$ cat config.mk
export PLATFORM = sky130hd
export DESIGN_NAME = m_pc_sequencer
export DESIGN_NICKNAME = d
export VERILOG_FILES = /design/src/rtl/m_pc_sequencer.sv
export SDC_FILE = /design/constraint.sdc
export NUM_CORES = 1
export LEC_CHECK = 0
export CAP_MARGIN = 20
export CORE_MARGIN = 2
export CORE_UTILIZATION = 55
export CTS_BUF_LIST = sky130_fd_sc_hd__clkbuf_8
export CTS_CLUSTER_DIAMETER = 50
export CTS_CLUSTER_SIZE = 16
export DETAILED_ROUTE_END_ITERATION = 6
export GPL_TIMING_DRIVEN = 0
export PLACE_DENSITY = 0.78
export SETUP_SLACK_MARGIN = 0.4
export SLEW_MARGIN = 20
export SYNTH_ARGS = -nofsm -noshare
export SYNTH_HDL_FRONTEND = slang
export SYNTH_SLANG_ARGS = --single-unit
$ cat constraint.sdc
create_clock -name clk -period 4.54 [get_ports clk]
set_input_delay 0.908 -clock clk [delete_from_list [all_inputs] [get_ports clk]]
set_output_delay 0.908 -clock clk [all_outputs]
set_load 0.005 [all_outputs]
$ cat src/rtl/m_pc_sequencer.sv
// Program-counter sequencer: picks the next fetch PC from sequential, branch, jump,
// call/return, exception and exception-return sources, with a circular return-address stack.
module m_pc_sequencer #(
  parameter int               XLEN      = 32,
  parameter int               BR_OFF_W  = 13,
  parameter int               RAS_DEPTH = 4,
  parameter logic [XLEN-1:0]  RESET_VEC = 32'h0000_0000,
  parameter logic [XLEN-1:0]  EXC_VEC   = 32'h0FFF_FFF0
) (
  input  logic                clk,
  input  logic                reset,
  input  logic                stall,
  input  logic                branch,
  input  logic [BR_OFF_W-1:0] branch_off,
  input  logic                jump,
  input  logic                call,
  input  logic [XLEN-3:0]     jump_target,
  input  logic                ret,
  input  logic                exc,
  input  logic                eret,
  output logic [XLEN-1:0]     pc_out,
  output logic [XLEN-1:0]     epc_out,
  output logic                in_exc,
  output logic                ras_empty,
  output logic                ras_full,
  output logic                ras_ovf,
  output logic                dbl_fault
);

  localparam int PW = $clog2(RAS_DEPTH);
  localparam int CW = PW + 1;

  logic [XLEN-1:0] pc_q, pc_d;
  logic [XLEN-1:0] epc_q, epc_d;
  logic            in_exc_q, in_exc_d;
  logic [XLEN-1:0] ras_q [RAS_DEPTH];
  logic [PW-1:0]   top_q, top_d;
  logic [CW-1:0]   cnt_q, cnt_d;
  logic            empty_q, full_q;
  logic            ovf_q, ovf_d;
  logic            dbl_q, dbl_d;

  logic            ras_we;
  logic            take_exc;
  logic            cnt_full;
  logic [XLEN-1:0] pc_plus4;
  logic [XLEN-1:0] br_off_ext;
  logic [XLEN-1:0] br_target;
  logic [XLEN-1:0] jmp_pc;

  assign pc_plus4   = pc_q + XLEN'(4);
  assign br_off_ext = {{(XLEN-BR_OFF_W){branch_off[BR_OFF_W-1]}}, branch_off};
  assign br_target  = pc_q + (br_off_ext << 2);
  assign jmp_pc     = {jump_target, 2'b00};
  assign cnt_full   = (cnt_q == CW'(RAS_DEPTH));

  always_comb begin
    pc_d     = pc_q;
    epc_d    = epc_q;
    in_exc_d = in_exc_q;
    top_d    = top_q;
    cnt_d    = cnt_q;
    ovf_d    = ovf_q;
    dbl_d    = dbl_q;
    ras_we   = 1'b0;
    take_exc = 1'b0;
    if (exc) begin
      take_exc = 1'b1;
    end else if (eret) begin
      if (in_exc_q) begin
        pc_d     = epc_q;
        in_exc_d = 1'b0;
      end else begin
        pc_d = pc_plus4;
      end
    end else if (stall) begin
      pc_d = pc_q;
    end else if (branch) begin
      pc_d = br_target;
    end else if (ret) begin
      // A return with nothing to pop is an error and vectors like an exception.
      if (cnt_q != '0) begin
        pc_d  = ras_q[top_q];
        top_d = top_q - PW'(1);
        cnt_d = cnt_q - CW'(1);
      end else begin
        take_exc = 1'b1;
      end
    end else if (call) begin
      pc_d   = jmp_pc;
      top_d  = top_q + PW'(1);
      ras_we = 1'b1;
      if (cnt_full) ovf_d = 1'b1;
      else          cnt_d = cnt_q + CW'(1);
    end else if (jump) begin
      pc_d = jmp_pc;
    end else begin
      pc_d = pc_plus4;
    end

    if (take_exc) begin
      pc_d = EXC_VEC;
      if (!in_exc_q) begin
        epc_d    = pc_q;
        in_exc_d = 1'b1;
      end else begin
        dbl_d = 1'b1;
      end
    end
  end

  always_ff @(posedge clk or negedge reset) begin
    if (!reset) begin
      pc_q     <= RESET_VEC;
      epc_q    <= '0;
      in_exc_q <= 1'b0;
      top_q    <= '0;
      cnt_q    <= '0;
      empty_q  <= 1'b1;
      full_q   <= 1'b0;
      ovf_q    <= 1'b0;
      dbl_q    <= 1'b0;
      for (int i = 0; i < RAS_DEPTH; i++) ras_q[i] <= '0;
    end else begin
      pc_q     <= pc_d;
      epc_q    <= epc_d;
      in_exc_q <= in_exc_d;
      top_q    <= top_d;
      cnt_q    <= cnt_d;
      empty_q  <= (cnt_d == '0);
      full_q   <= (cnt_d == CW'(RAS_DEPTH));
      ovf_q    <= ovf_d;
      dbl_q    <= dbl_d;
      // The pushed slot is the new top; when full this lands on the oldest entry.
      if (ras_we) ras_q[top_d] <= pc_plus4;
    end
  end

  assign pc_out    = pc_q;
  assign epc_out   = epc_q;
  assign in_exc    = in_exc_q;
  assign ras_empty = empty_q;
  assign ras_full  = full_q;
  assign ras_ovf   = ovf_q;
  assign dbl_fault = dbl_q;

endmodule

### After elaboration in Yosys (flattened, before gate mapping)

Index checks and enable logic that the tools add are counted.

| storage, ports and cells | value |
|---|---|
| output and inout port bits | 69 |
| register bits after elaboration | 202 |
| logic and storage cells | 89 |

| operators by class | value |
|---|---|
| $add $sub $neg | 6 |
| $lt $le $gt $ge | 3 |
| mux-type cells | 47 |
| reduce and logical (&&, ||, !) cells | 7 |
| equality and inequality tests | 5 |
| bitwise operators | 8 |

Operators with widths:

| operator | count |
|---|---|
| two-way mux 32 bit | 13 |
| bitwise mux 128 bit | 1 |
| binary-select mux 32 bit (select 2 bit) | 1 |
| demux 32 bit (select 2 bit) | 1 |
| adder 32 x 3 -> 32 bit (second input constant) | 1 |
| adder 32 bit | 1 |
| two-way mux 3 bit | 8 |
| two-way mux 1 bit | 16 |
| two-way mux 2 bit | 7 |
| AND reduction 7 bit | 1 |
| == test 3 bit (second input constant) | 2 |
| >= comparator 3 bit (second input constant) | 2 |
| NOT 1 bit | 6 |
| NOT 2 -> 3 bit | 2 |
| inequality test 5 x 2 -> 1 bit (second input constant) | 1 |
| AND reduction 2 bit | 2 |
| adder 3 x 1 -> 3 bit (second input constant) | 1 |
| zero test 3 bit | 1 |
| less-than comparator 3 x 1 -> 1 bit (second input constant) | 1 |
| inequality test 3 x 1 -> 1 bit (second input constant) | 1 |
| AND reduction 3 bit | 1 |
| nonzero test 3 bit | 1 |
| subtractor 3 x 1 -> 3 bit (second input constant) | 1 |
| adder 2 x 1 -> 2 bit (second input constant) | 1 |
| other kinds (3) | 3 |

### Logic depth before layout (Yosys ltp)

| depth | value |
|---|---|
| depth in word-level cells | 13 |
| mapped depth | 12 |

### Worst setup path after synthesis

OpenSTA, ideal clock, no wires.

| timing | value |
|---|---|
| kind | input to register |
| start | in branch_off[0] |
| end | reg pc_q[26] (netlist: pc_out[26]) |
| buffers on the path | 0 |
| arrival time | 3.167 ns |
| setup slack | 1.296 ns |
| required time | 4.463 ns |
| stages | 12 |
| setup time | 0.077 ns |
| path through | ha_1 -> inv_1 -> fa_1 -> nand2b_1 -> a211oi_1 -> nor2_1 -> o21ai_1 -> a31oi_1 -> or3_1 -> a41oi_1 -> o22ai_1 -> a21oi_1 |

| between the ends | value |
|---|---|
| longest elaborated chain between the ends | 6 |

Ends and longest elaborated chain:

| what | RTL line | text |
|---|---|---|
| start, declared | 14 | `input logic [BR_OFF_W-1:0] branch_off,` |
| adder 32 bit | 53 | `assign br_target = pc_q + (br_off_ext << 2);` |
| two-way mux 32 bit | 78 | `end else if (branch) begin` |
| two-way mux 32 bit | 76 | `end else if (stall) begin` |
| two-way mux 32 bit | 69 | `end else if (eret) begin` |
| two-way mux 32 bit | 67 | `if (exc) begin` |
| two-way mux 32 bit | 101 | `if (take_exc) begin` |
| end signal, assigned | 125 | `pc_q <= pc_d;` |
| end, declared | 33 | `logic [XLEN-1:0] pc_q, pc_d;` |

No other way between the ends. The select of a mux whose other input is x is not followed.
A chain may end at the register's enable or synchronous reset.

### Worst setup path in the final report

Ends and elaborated chain as after synthesis.

==> metrics.yaml <==
routed_wl_um: 37600
combPwrFrac_pct: 38.9
num_vias: 10800
synth_edf_count: 0
track_usage_pct: 33.9
crit_chain: "clkdlybuf4s50_1, ha_1, inv_1, fa_1, nand2b_1, a211oi_1, nor2_1, o21ai_1, a31oi_1, or3_1, a41oi_1, o22ai_1, a21oi_1"
vias_per_cell: 6.40
grt_pass1_wl_um: 58300
setup_viol: 0
hold_path.class: "input pin to asynchronous set/reset pin"
synth-seq-cells: 202
path_clk_slew_ns: 0.10
arrival_ns: 4.33
crit_slowest_cell: "clkdlybuf4s50_1"
multi_input_area_mm2: 0.00619
clock-sinks: 202
p_int_mw: 4.08
ant_nets: 0
p_leak_nw: 5.75
netlist_area_mm2: 0.0118
drive_gt1_share_pct: 11.5
powerDensity_mw_per_mm2: 476
status: "completed"
hold_viol_final: 0
cts_tree: "yes"
cts_max_level: 1
regArea_mm2: 0.00506
switching_share_pct: 38.4
r2r_end: "pc_out[26]"
slew_headroom_pct: 31.8
clkLatencyLatePin_ns: 0.57
diodes: 0
cts_root_buf: "clkbuf_8"
num-nets-final: 1481
crit_fanout: 5
area_delta_synth_final_pct: 18.1
power_switching_mw: 2.54
drtIter0Drc: 1095
rr_startpoint: "pc_out[2]"
critPathRequiredTime_ns: 5.03
drc_errors: 0
yosys-top-cells-area: "dfrtp_1, a21oi_1, mux4_2"
pin_count: 121
die_height_um: 150
dp_hpwl_um: 27900
reg2reg_slack_ns: 1.00
dr.pass1.iters: 7
ys.warnings.count: 0
crit_path_end_kind: "register"
fmax_mhz: 260
cts_setup_buffers: 0
postLayoutCellArea_mm2: 0.0139
path_class: "input pin to register"
synth-main-ff-cell: "dfrtp_1"
ir_drop_mv: 0.343
avgRoutedWirePerCell_um: 22.3
gp_congestion: 0.942
rsz0062_at_grt: "no"
fill_cells: 1705
core_region_area_mm2: 0.0210
rows: 53
yosysTopAreaCellShare_pct: 42.7
max_stage_delay_ns: 0.46
cts_buffers: 24
netlist_instances: 1249
avgSynthCellArea_um2: 9.42
antenna_found_initial: 0
yosysTopAreaCell: "dfrtp_1"
syn_nets: 1335
seq_power_share_pct: 39.9
startpoint_type: "input pin"
fin_crit_ns: 3.85
worst_pin_slew_ns: 1.01
drv_slew: 0
r2r_cells: 12
clock_path_buffers: 3
holdWs_ns: 0.248
fin_crit_sh_pct: 84.7
ctsResizeCount: 0
cts_hold_buf: 0
dieArea_mm2: 0.0226
initial_core_util_pct: 56.0
io_buffers: 118
placed_area_mm2: 0.0134
grt_max_degree: 83
grt-ovfl-total: 0
grt_pass1_vias: 10400
clock_skew_ns: 0.0277
dieWidth_um: 150
ys_async_sr_fraction_pct: 100
pwr-share-clk_pct: 21.2
yosysSeqAreaShare_pct: 43.0
ys_types: 74
cap_violations: 0
==> registers in the layout, summed over array words and instances, names as in the netlist <==
| signal | count |
|---|---|
| ras_q | 128 |
| epc_out | 32 |
| pc_out | 32 |
| cnt_q | 3 |
| top_q | 2 |
| dbl_fault | 1 |
| in_exc | 1 |
| ras_empty | 1 |
| ras_full | 1 |
| ras_ovf | 1 |
==> worst max-delay path, delay by kind of cell <==
family                   cells  cell delay (ns)
AO/OA/AOI/OAI                6             1.52
buffers and inverters        2             0.53
adder cells (fa/ha/maj)      2             0.63
AND/OR/NAND/NOR              3             0.74
==> placed cells by master, fill, tap and decap left out, types with 8 or more instances in the layout <==
master | Yosys | layout
o21ai_0 | 112 | 112
inv_1 | 21 | 24
and3_1 | 8 | 8
nand2_1 | 135 | 135
a21oi_1 | 162 | 162
xnor2_1 | 29 | 29
a21o_1 | 8 | 8
a211oi_1 | 25 | 25
a221oi_1 | 10 | 10
mux4_2 | 32 | 32
xor2_1 | 25 | 25
clkdlybuf4s50_1 | 0 | 116
nor3_1 | 8 | 8
nand3_1 | 23 | 23
ha_1 | 33 | 33
nor2b_1 | 9 | 9
a31oi_1 | 10 | 10
clkbuf_8 | 6 | 32
dfrtp_1 | 201 | 201
nand4_1 | 8 | 8
mux2_2 | 45 | 45
o22ai_1 | 15 | 15
nand2b_1 | 14 | 14
clkbuf_1 | 54 | 54
nor2_1 | 139 | 139
==> cell usage after synthesis (21+ instances only) <==
cell and instances:
xor2_1 25, mux4_2 32, ha_1 33, clkbuf_1 54, dfrtp_1 201, a21oi_1 162
mux2_2 45, a211oi_1 25, xnor2_1 29, inv_1 21, nand2_1 135, o21ai_0 112
nor2_1 139, nand3_1 23
==> cells by family after synthesis <==
| family | share of synthesized area (%) |
|---|---|
| mux | 10.9 |
| xor+xnor | 4.16 |
| simple gates | 14.3 |
| compound gates | 19.5 |
| fa+ha+maj | 3.68 |
| flops | 43.0 |
| buf+inv | 4.46 |
==> per-stage QoR <==
step / util, % / setup TNS, ns / total power [mW] / worst slack [ns] / cells
floorplan: - / 0 / 4.19 / 1.30 / 1249
global placement: 63.3 / -1188.89 / 5.10 / -5.92 / 1642
detailed placement: 63.5 / -0.244 / 5.18 / -0.140 / 1644
CTS: 66.1 / 0 / 6.58 / 0.443 / 1688
global route: 66.1 / 0 / 6.99 / 0.494 / 1688
finish: 66.1 / 0 / 6.62 / 0.695 / 1688
==> worst max-delay path by stage <==
stage | slack [ns] | endpoint | from | cells after the start
3_5_place_dp | -0.14 | pc_out[26] | branch_off[12] | 11
5_1_grt | 0.49 | ras_q[122] | stall | 10
2_1_floorplan | 1.30 | pc_out[26] | branch_off[0] | 12
4_1_cts | 0.44 | pc_out[26] | branch_off[12] | 11
3_3_place_gp | -5.92 | pc_out[17] | reset | 1
6_report | 0.69 | pc_out[26] | branch_off[0] | 13
==> power groups by stage <==
| stage | combinational [mW] | sequential (mW) | clock, mW |
|---|---|---|---|
| 2_1_floorplan | 1.64 | 2.55 | 0 |
| 3_3_place_gp | 2.46 | 2.64 | 0 |
| 3_5_place_dp | 2.52 | 2.66 | 0 |
| 4_1_cts | 2.54 | 2.63 | 1.41 |
| 5_1_grt | 2.80 | 2.70 | 1.49 |
| 6_report | 2.58 | 2.64 | 1.40 |
==> layer usage <==
metal  track usage, %  vias to the layer above  wire [um]
li1                 -                     4797          -
met4             13.9                        0       1660
met5                0                        -          0
met2             53.5                      611      17400
met3             5.55                      134       3470
met1             46.8                     5266      15100
==> layout make-up <==
| cell class | instances | area share, % |
|---|---|---|
| Clock inverter | 18 | 1.32 |
| Sequential cell | 202 | 36.4 |
| Inverter | 22 | 0.594 |
| Tap cell | 275 | 2.48 |
| Buffer | 84 | 3.19 |
| Multi-Input combinational cell | 941 | 44.5 |
| Clock buffer | 26 | 2.57 |
| Timing Repair Buffer | 120 | 8.95 |
Power figures use the tool's default switching activity.
